`src/rtl/if_stage.sv`:
```
// ============================================================================
// if_stage : instruction-fetch stage with fetch PC, IF/ID register, redirect,
//            flush/stall control, sticky misaligned flag and fetch counter.
// Rev 1.0
// ============================================================================
`default_nettype none

module if_stage #(
  parameter logic [31:0] RESET_PC = 32'h0000_0000,
  parameter logic [31:0] NOP      = 32'h0000_0013
) (
  input  logic        clk,
  input  logic        rstn,
  input  logic        stall_i,
  input  logic        flush_i,
  input  logic        redirect_i,
  input  logic [31:0] redirect_pc_i,
  input  logic [31:0] imem_data_i,
  output logic [31:0] imem_addr_o,
  output logic [31:0] pc_IF,
  output logic [31:0] instr_IF,
  output logic [31:0] pc_ID,
  output logic [31:0] instr_ID,
  output logic        valid_ID,
  output logic        misaligned_o,
  output logic [31:0] fetch_count_o
);

  logic [31:0] pc_if_q,    pc_if_d;
  logic [31:0] pc_id_q,    pc_id_d;
  logic [31:0] instr_id_q, instr_id_d;
  logic        valid_id_q, valid_id_d;
  logic        mis_q,      mis_d;
  logic [31:0] count_q,    count_d;
  logic [31:0] w_pc_plus4;

  assign w_pc_plus4 = pc_if_q + 32'd4;

  // rstn is active-high despite its name; it only acts on the clock edge.
  always_ff @(posedge clk) begin
    if (rstn) begin
      pc_if_q    <= RESET_PC;
      pc_id_q    <= 32'h0;
      instr_id_q <= NOP;
      valid_id_q <= 1'b0;
      mis_q      <= 1'b0;
      count_q    <= 32'h0;
    end else begin
      pc_if_q    <= pc_if_d;
      pc_id_q    <= pc_id_d;
      instr_id_q <= instr_id_d;
      valid_id_q <= valid_id_d;
      mis_q      <= mis_d;
      count_q    <= count_d;
    end
  end

  always_comb begin
    pc_if_d    = pc_if_q;
    pc_id_d    = pc_id_q;
    instr_id_d = instr_id_q;
    valid_id_d = valid_id_q;
    mis_d      = mis_q;
    count_d    = count_q;

    if (redirect_i) begin
      // Redirect wins over stall and flush; target is force-aligned.
      pc_if_d    = {redirect_pc_i[31:2], 2'b00};
      pc_id_d    = pc_if_q;
      instr_id_d = NOP;
      valid_id_d = 1'b0;
      if (redirect_pc_i[1:0] != 2'b00) begin
        mis_d = 1'b1;
      end
    end else if (flush_i) begin
      pc_if_d    = stall_i ? pc_if_q : w_pc_plus4;
      pc_id_d    = pc_if_q;
      instr_id_d = NOP;
      valid_id_d = 1'b0;
    end else if (!stall_i) begin
      pc_if_d    = w_pc_plus4;
      pc_id_d    = pc_if_q;
      instr_id_d = imem_data_i;
      valid_id_d = 1'b1;
      count_d    = count_q + 32'd1;
    end
  end

  assign imem_addr_o   = pc_if_q;
  assign pc_IF         = pc_if_q;
  assign instr_IF      = imem_data_i;
  assign pc_ID         = pc_id_q;
  assign instr_ID      = instr_id_q;
  assign valid_ID      = valid_id_q;
  assign misaligned_o  = mis_q;
  assign fetch_count_o = count_q;

endmodule

`default_nettype wire

```
`config.mk`:
```
export PLATFORM = sky130hd
export DESIGN_NAME = if_stage
export DESIGN_NICKNAME = d
export VERILOG_FILES = /design/src/rtl/if_stage.sv
export SDC_FILE = /design/constraint.sdc
export NUM_CORES = 1
export LEC_CHECK = 0
export BUFFER_PORTS_ARGS = -buffer_cell sky130_fd_sc_hd__buf_2
export CAP_MARGIN = 30
export CORE_UTILIZATION = 45
export DETAILED_ROUTE_END_ITERATION = 10
export GPL_TIMING_DRIVEN = 0
export HOLD_SLACK_MARGIN = 0.06
export PLACE_DENSITY = 0.78
export SLEW_MARGIN = 20
export SYNTH_ARGS = -nofsm -noshare
export SYNTH_HDL_FRONTEND = slang
export SYNTH_SLANG_ARGS = --single-unit
```
`constraint.sdc`:
```
create_clock -name clk -period 2.9 [get_ports clk]
set_input_delay 0.29 -clock clk [delete_from_list [all_inputs] [get_ports clk]]
set_output_delay 0.29 -clock clk [all_outputs]
set_load 0.01 [all_outputs]
```
==> flow_summary.json, run 1 <==
{
  "path_clk_slew_ps": 50,
  "wirelength_mm": 18.5,
  "status": "complete, no violations",
  "maxCapViolCount": 0,
  "crit_type": "reg2reg",
  "final_common_cell": "buf_2",
  "startpoint_type": "register",
  "power.density_mw_per_mm2": 549,
  "cts_buffers": 17,
  "synthAdderAreaFrac_pct": 0.412,
  "vias": 6412,
  "postCtsSetupBuffers": 0,
  "dp_hpwl_mm": 13.6,
  "cts.repair.resized": 0,
  "drt_iter0_markers": 442,
  "leakage_nw": 3.72,
  "boundaryPins": 263,
  "clk_root_buffer_cell": "clkbuf_16",
  "finalHoldViolCount": 0,
  "synth_mux_area_share_pct": 5.79,
  "slew_violations": 0,
  "peakVddDrop_mv": 0.349,
  "yosys_most_used_dff": "dfxtp_1",
  "grt_pass1_vias": 5879,
  "yosys.area_share.simple_pct": 23.9,
  "firstDrtPassIters": 5,
  "fin_util_pct": 62.1,
  "dieWidth_um": 118,
  "avgSynthCellArea_um2": 8.27,
  "drc": 0,
  "synth_top_area_cell": "dfxtp_1",
  "setup_tns_ps": 0,
  "drtAntennaViolNets": 0,
  "htreeDepth": 4,
  "critPathMaxFanout": 10,
  "cp.arrival_ps": 2950,
  "antenna_found_initial": 4,
  "rsz0062_at_grt": "false",
  "cts.sinks": 126,
  "yosysWarningCount": 0,
  "fin_crit_sh_pct": 90.8,
  "setup_ws_ps": 266,
  "synth_area_mm2": 0.00608,
  "clk_latency_ps": 410,
  "synth-edff-count": 0,
  "synth_top_area_share_pct": 41.5,
  "synth-seq-cells": 126,
  "core_area_mm2": 0.0132,
  "fill_cells": 1229,
  "port_buffers": 256,
  "async_flop_share_pct": 0,
  "via_per_inst": 5.32,
  "end_kind": "register",
  "place_worst_setup_slack_ps": 274,
  "finalSetupViolCount": 0,
  "fmax_mhz": 380,
  "synth_compound_area_share_pct": 13.2,
  "synth_top_family_by_area": "simple AND/OR/NAND/NOR gates",
  "syn_to_final_growth_pct": 34.9,
  "synthTopCellsByArea": "dfxtp_1 42%, buf_4 8.4%, nand2_1 5.9%, mux2i_1 5.6%, a21oi_1 4.9%",
  "grt_max_degree": 17,
  "dieArea_mm2": 0.0140,
  "holdCritPathClass": "in2reg",
  "cts_max_path_buffers": 2,
  "postCtsHoldBufs": 0,
  "gr-total-overflow": 0,
  "gp_congestion": 0.874,
  "netlist_instances": 735,
  "drt-wirelength-per-cell_um": 15.4,
  "yosys.area_share.xor_xnor_pct": 2.88,
  "required_ps": 3220,
  "grtUsageTotal_pct": 26.2,
  "initial_core_util_pct": 46.1,
  "fin_crit_ps": 2630,
  "slew_headroom_pct": 36.3,
  "fp-row-count": 42,
  "ys_types": 46,
  "cts_tree": "yes",
  "fin_nets": 1086,
  "skew_ps": 6.85,
  "die_height_um": 118,
  "yosysSeqAreaShare_pct": 41.5,
  "layout_common_cells": "259 x buf_2, 126 x dfxtp_1, 95 x nand2_1",
  "drive_above_1_share_pct": 35.0,
  "grt_pass1_wl_mm": 29.1,
  "worst_slew_pin_slew_ps": 946
}
through the flow:
step,total power [mW],cells,cell area (um^2),hold WS (ps)
finish,4.50,1206,8200,102
global route,4.67,1206,8200,97.2
CTS,4.53,1203,8190,84.5
detailed placement,2.42,1172,7600,441
global placement,2.42,1172,7600,433
floorplan,2.19,740,6090,428
flip-flops by register name, indices dropped and copies added, names as in the netlist:
name           flops
fetch_count_o     32
imem_addr_o       30
instr_ID          32
misaligned_o       1
valid_ID           1
pc_ID             30
Yosys cell counts, types with 2 or more instances:
library cell and number:
a2111oi_0 5, a211oi_1 10, a21oi_1 60, a311o_1 3
a311oi_1 5, a31oi_1 2, and2_1 2, and3_1 9
and4_1 6, buf_1 6, buf_2 3, buf_4 68
clkbuf_1 38, dfxtp_1 126, ha_1 2, inv_1 14
mux2i_1 34, nand2_1 95, nand3_1 25, nand4_1 19
nand4b_1 2, nor2_1 68, nor2b_1 4, nor3_1 13
nor4_1 12, o2111a_1 2, o211a_1 2, o211ai_1 3
o21ai_0 10, o221ai_1 2, o311ai_0 2, o31ai_1 17
or3_1 16, or4_1 20, xnor2_1 15, xor2_1 5
final timing paths:
| kind | from | to | slack (ps) | cells after the start |
|---|---|---|---|---|
| setup / recovery | imem_addr_o[3]$_SDFFE_PP0P_ | imem_addr_o[28]$_SDFFE_PP0P_ | 270 | 5 |
| hold / removal | redirect_pc_i[5] | imem_addr_o[5]$_SDFFE_PP0P_ | 100 | 2 |
| setup reg to reg | imem_addr_o[3]$_SDFFE_PP0P_ | imem_addr_o[28]$_SDFFE_PP0P_ | 270 | 5 |
| hold reg to reg | pc_ID[26]$_SDFFE_PP0P_ | pc_ID[26]$_SDFFE_PP0P_ | 450 | 2 |
area by class of cell:
class / instances / area (um^2) / area share (%)
Clock buffer: 21 / 480 / 5.86
Inverter: 15 / 56.3 / 0.687
Antenna cell: 3 / 7.51 / 0.0916
Tap cell: 176 / 220 / 2.69
Multi-Input combinational cell: 484 / 2830 / 34.5
Clock inverter: 10 / 113 / 1.37
Timing Repair Buffer: 256 / 1280 / 15.6
Buffer: 115 / 691 / 8.43
Sequential cell: 126 / 2520 / 30.8
worst max-delay path: stages (launching register included):
cell and delay [ps]:
dfxtp_1 560, ha_1 280, nand3b_1 280, or4_1 660, or4_1 490, a311oi_1 260
kinds of logic (layout without fill, tap and decap cells):
group	count (synthesis)	count (layout)
AO/OA/AOI/OAI	125	125
AND/OR/NAND/NOR	296	296
buffers and inverters	130	417
XOR/XNOR	20	20
adder cells (fa/ha/maj)	2	2
flip-flops	126	126
multiplexers	35	35
other	1	9
power by group:
| group | switching (mW) | internal, mW |
|---|---|---|
| clock | 0.765 | 1.34 |
| sequential | 0.0736 | 1.79 |
| combinational | 0.276 | 0.250 |
routing by layer:
layer	GRT usage, %	vias up	part of all wire [%]	routed length [um]
met1	31.0	2982	42	7730
met4	14.7	2	3.3	614
met5	0	-	0.065	12
li1	-	3100	-	-
met3	6.23	49	6.7	1240
met2	43.5	279	48	8940
No activity file was read; power rests on OpenSTA's default activity.
==> run 2, diff against run 1 <==
--- a/config.mk
+++ b/config.mk
@@ -7,11 +7,11 @@
 export LEC_CHECK = 0
 export BUFFER_PORTS_ARGS = -buffer_cell sky130_fd_sc_hd__buf_2
 export CAP_MARGIN = 30
-export CORE_UTILIZATION = 45
+export CORE_UTILIZATION = 48
 export DETAILED_ROUTE_END_ITERATION = 10
 export GPL_TIMING_DRIVEN = 0
 export HOLD_SLACK_MARGIN = 0.06
-export PLACE_DENSITY = 0.78
+export PLACE_DENSITY = 0.83
 export SLEW_MARGIN = 20
 export SYNTH_ARGS = -nofsm -noshare
 export SYNTH_HDL_FRONTEND = slang
==> run 2 against run 1 <==
Critical path depth increased by 2. Power shrank 0.79%. Global-route usage up 1.9 points. Hold slack lost 4.2 ps. Non-clock buffer count did not move. Setup slack about the same. Via count up 0.81%. Clock skew is essentially flat. First-iteration DRC count is 14% lower. Largest cell class unchanged. Highest routed layer is now met4.
==> flow_summary.json, run 2 (synthesis gave the netlist of run 1 again) <==
{
  "drt-wirelength-per-cell_um": 15.5,
  "crit_type": "reg2reg",
  "leakage_nw": 3.73,
  "die_height_um": 115,
  "grtUsageTotal_pct": 28.1,
  "maxCapViolCount": 0,
  "drtAntennaViolNets": 0,
  "firstDrtPassIters": 5,
  "path_clk_slew_ps": 50,
  "port_buffers": 256,
  "holdCritPathClass": "in2reg",
  "grt_pass1_wl_mm": 28.5,
  "drc": 0,
  "rsz0062_at_grt": "false",
  "postCtsHoldBufs": 0,
  "setup_tns_ps": 0,
  "fin_util_pct": 67.2,
  "cts_tree": "yes",
  "drt_iter0_markers": 382,
  "syn_to_final_growth_pct": 34.4,
  "layout_common_cells": "259 x buf_2, 126 x dfxtp_1, 95 x nand2_1",
  "grt_pass1_vias": 5810,
  "fin_crit_sh_pct": 90.8,
  "fmax_mhz": 380,
  "slew_headroom_pct": 48.6,
  "core_area_mm2": 0.0122,
  "via_per_inst": 5.40,
  "finalSetupViolCount": 0,
  "antenna_found_initial": 2,
  "cts.sinks": 126,
  "boundaryPins": 263,
  "slew_violations": 0,
  "initial_core_util_pct": 50.0,
  "final_common_cell": "buf_2",
  "grt_max_degree": 17,
  "worst_slew_pin_slew_ps": 764,
  "fin_nets": 1086,
  "gr-total-overflow": 0,
  "finalHoldViolCount": 0,
  "critPathMaxFanout": 9,
  "skew_ps": 6.55,
  "peakVddDrop_mv": 0.337,
  "fp-row-count": 40,
  "postCtsSetupBuffers": 0,
  "startpoint_type": "register",
  "cts_max_path_buffers": 2,
  "vias": 6464,
  "fill_cells": 1058,
  "required_ps": 3210,
  "status": "complete, no violations",
  "wirelength_mm": 18.5,
  "end_kind": "register",
  "clk_latency_ps": 420,
  "fin_crit_ps": 2630,
  "cts_buffers": 17,
  "dieWidth_um": 115,
  "power.density_mw_per_mm2": 547,
  "htreeDepth": 4,
  "cts.repair.resized": 0,
  "drive_above_1_share_pct": 34.7,
  "gp_congestion": 0.842,
  "dp_hpwl_mm": 13.5,
  "dieArea_mm2": 0.0131,
  "cp.arrival_ps": 2940,
  "clk_root_buffer_cell": "clkbuf_16"
}
==> run 2: worst paths after layout <==
kind	from	endpoint	slack, ps	cells past startpoint
worst min-delay path	redirect_pc_i[4]	imem_addr_o[4]$_SDFFE_PP0P_	100	2
worst min register to register	pc_ID[19]$_SDFFE_PP0P_	pc_ID[19]$_SDFFE_PP0P_	440	2
worst max-delay path	fetch_count_o[0]$_SDFFE_PP0P_	fetch_count_o[22]$_SDFFE_PP0P_	270	7
worst max register to register	fetch_count_o[0]$_SDFFE_PP0P_	fetch_count_o[22]$_SDFFE_PP0P_	270	7
==> run 2: worst max-delay path, stage by stage (launching register included) <==
cell	delay, ps
dfxtp_1	410
ha_1	220
or4b_1	440
buf_2	170
or3_1	350
buf_2	180
nor4_1	370
mux2_2	370
==> run 2: through the flow <==
stage | power [mW] | instances | area [um^2] | worst slack (ps) | hold slack, ps
after floorplan | 2.19 | 740 | 6090 | 497 | 428
after global placement | 2.42 | 1164 | 7590 | 308 | 431
after detailed placement | 2.43 | 1164 | 7590 | 279 | 437
after CTS | 4.49 | 1195 | 8160 | 249 | 82.0
after global routing | 4.62 | 1197 | 8170 | 68.5 | 85.3
final | 4.47 | 1197 | 8170 | 266 | 98.3
==> run 2: power by group <==
part	total (mW)	internal [mW]	leakage, nW	switching [mW]
clock	2.07	1.34	0.290	0.729
combinational	0.525	0.250	2.41	0.275
sequential	1.87	1.79	1.03	0.0757
==> run 2: area by class of cell <==
cell class	instances	area [um^2]	share of cell area [%]
multi-input combinational	484	2830	34.6
tap	168	210	2.57
sequential	126	2520	30.9
clock buffer	24	492	6.02
timing repair buffer	256	1280	15.7
clock inverter	7	85.1	1.04
inverter	15	56.3	0.689
buffer	115	691	8.46
antenna	2	5.00	0.0613
==> run 2: per-layer routing <==
metal  GRT usage (%)  vias up  wire, um
li1                -     3096         -
met1            32.7     3008      7240
met2            47.4      321      9170
met3            8.73       39      1670
met4            12.8        0       455
met5               0        -         0
==> run 3, diff against run 2 <==
--- a/config.mk
+++ b/config.mk
@@ -12,6 +12,7 @@
 export GPL_TIMING_DRIVEN = 0
 export HOLD_SLACK_MARGIN = 0.06
 export PLACE_DENSITY = 0.83
+export SETUP_SLACK_MARGIN = 0.4
 export SLEW_MARGIN = 20
 export SYNTH_ARGS = -nofsm -noshare
 export SYNTH_HDL_FRONTEND = slang
==> run 3 against run 2 <==
Clock power about the same. Hold slack better by 0.59 ps. Highest routed layer unchanged. Critical path type unchanged. Largest power group unchanged. Power is essentially flat. Flip-flop and latch count is the same.
==> flow_summary.json, run 3 (synthesis gave the netlist of run 1 again) <==
{
  "status": "complete, no violations",
  "htreeDepth": 4,
  "syn_to_final_growth_pct": 36.0,
  "layout_common_cells": "256 x buf_2, 123 x dfxtp_1, 95 x nand2_1",
  "die_height_um": 115,
  "cts_max_path_buffers": 2,
  "drtAntennaViolNets": 0,
  "gp_congestion": 0.842,
  "core_area_mm2": 0.0122,
  "final_common_cell": "buf_2",
  "finalHoldViolCount": 0,
  "grtUsageTotal_pct": 28.1,
  "grt_pass1_wl_mm": 28.5,
  "dieArea_mm2": 0.0131,
  "fp-row-count": 40,
  "rr_endpoint": "fetch_count_o[30]$_SDFFE_PP0P_",
  "gr-total-overflow": 0,
  "fill_cells": 1037,
  "postCtsHoldBufs": 0,
  "worst_slew_pin_slew_ps": 738,
  "holdCritPathClass": "in2reg",
  "firstDrtPassIters": 5,
  "rrSetupSlack_ps": 460,
  "hold_depth": 2,
  "boundaryPins": 263,
  "cts_tree": "yes",
  "r2r_cells": 7,
  "rsz0062_at_grt": "true",
  "via_per_inst": 5.38,
  "startpoint_type": "register",
  "maxCapViolCount": 0,
  "final_area_mm2": 0.00826,
  "required_ps": 3230,
  "place_area_mm2": 0.00759,
  "r2r-start": "fetch_count_o[0]$_SDFFE_PP0P_",
  "antenna_found_initial": 2,
  "leakage_nw": 3.77,
  "end_kind": "register",
  "min_from": "redirect_pc_i[4]",
  "port_buffers": 256,
  "fin_nets": 1089,
  "fin_crit_ps": 2440,
  "stdcell_count": 1200,
  "fin_crit_sh_pct": 84.3,
  "drt-wirelength-per-cell_um": 15.6,
  "cp.arrival_ps": 2780,
  "grt_max_degree": 17,
  "drc": 0,
  "crit_type": "reg2reg",
  "dp.cells": 1164,
  "cts_buffers": 17,
  "path_clk_slew_ps": 60,
  "slew_violations": 0,
  "power.density_mw_per_mm2": 541,
  "wirelength_mm": 18.7,
  "peakVddDrop_mv": 0.337,
  "clk_root_buffer_cell": "clkbuf_16",
  "fmax_mhz": 409,
  "clk_latency_ps": 420,
  "drt_iter0_markers": 342,
  "vias": 6461,
  "finalSetupViolCount": 0,
  "setup_tns_ps": 0,
  "slew_headroom_pct": 50.8,
  "dieWidth_um": 115,
  "grt_pass1_vias": 5806,
  "dp_hpwl_mm": 13.5,
  "critPathMaxFanout": 9,
  "skew_ps": 12.0,
  "drive_above_1_share_pct": 36.0,
  "worstHoldEndpoint": "imem_addr_o[4]$_SDFFE_PP0P_",
  "initial_core_util_pct": 50.0,
  "cts.sinks": 126
}
run 3: cell types whose count changed in the layout (fill, tap and decap cells not counted), moves of 2 or more:
cell     change
dfxtp_1      -3
buf_4        +5
or4_4        +2
or4_1        -2
buf_2        -3
nor4_1       -2
dfxtp_2      +2
run 3: metal layers:
layer	GRT usage [%]	share of wire [%]	up-vias
li1	-	-	3112
met1	32.6	39	2995
met2	47.5	50	311
met3	8.73	8.3	43
met4	12.8	2.6	0
met5	0	0	-
run 3: through the flow:
| step | setup WS [ps] | power (mW) | hold WS [ps] | utilization, % |
|---|---|---|---|---|
| 6_report | 457 | 4.47 | 98.9 | 67.9 |
| 5_1_grt | 328 | 4.63 | 85.3 | 67.9 |
| 3_3_place_gp | 308 | 2.42 | 431 | 62.4 |
| 3_5_place_dp | 279 | 2.43 | 437 | 62.4 |
| 4_1_cts | 354 | 4.49 | 82.0 | 67.2 |
| 2_1_floorplan | 497 | 2.19 | 428 | - |
run 3: power breakdown:
part           switching [mW]  internal, mW
Sequential             0.0764          1.79
Combinational           0.276         0.250
Clock                   0.730          1.34
run 3: layout make-up:
class                      count  area, um^2  area share, %
timing repair buffer         259        1300           15.8
buffer                       115         703           8.51
multi-input combinational    484        2880           34.8
sequential                   126        2530           30.6
tap                          168         210           2.54
clock inverter                 7        85.1           1.03
clock buffer                  24         492           5.95
inverter                      15        56.3          0.681
antenna                        2        5.00         0.0606
run 3: how the worst max path moves through the flow:
stage                                  start                             end  slack, ps  depth (start not counted)
6_report       fetch_count_o[0]$_SDFFE_PP0P_  fetch_count_o[30]$_SDFFE_PP0P_        460                          7
5_1_grt          imem_addr_o[4]$_SDFFE_PP0P_    imem_addr_o[19]$_SDFFE_PP0P_        330                          5
4_1_cts        fetch_count_o[1]$_SDFFE_PP0P_  fetch_count_o[22]$_SDFFE_PP0P_        350                          7
3_5_place_dp                         stall_i  fetch_count_o[21]$_SDFFE_PP0P_        280                          7
3_3_place_gp                         stall_i  fetch_count_o[29]$_SDFFE_PP0P_        310                          7
2_1_floorplan  fetch_count_o[0]$_SDFFE_PP0P_  fetch_count_o[22]$_SDFFE_PP0P_        500                          7
run 3: critical path: stages, from the launching register on:
cell	delay, ps
dfxtp_4	380
ha_4	140
or4b_4	450
buf_4	170
or3_1	390
buf_6	160
or4_1	510
a21oi_1	160
run 3: timing repair:
| action | in CTS | in global routing |
|---|---|---|
| cloned | 0 | 0 |
| pin swaps | 0 | 2 |
| setup endpoints to repair | 8 | 23 |
| gates resized for setup | 3 | 19 |
| setup buffers | 0 | 3 |
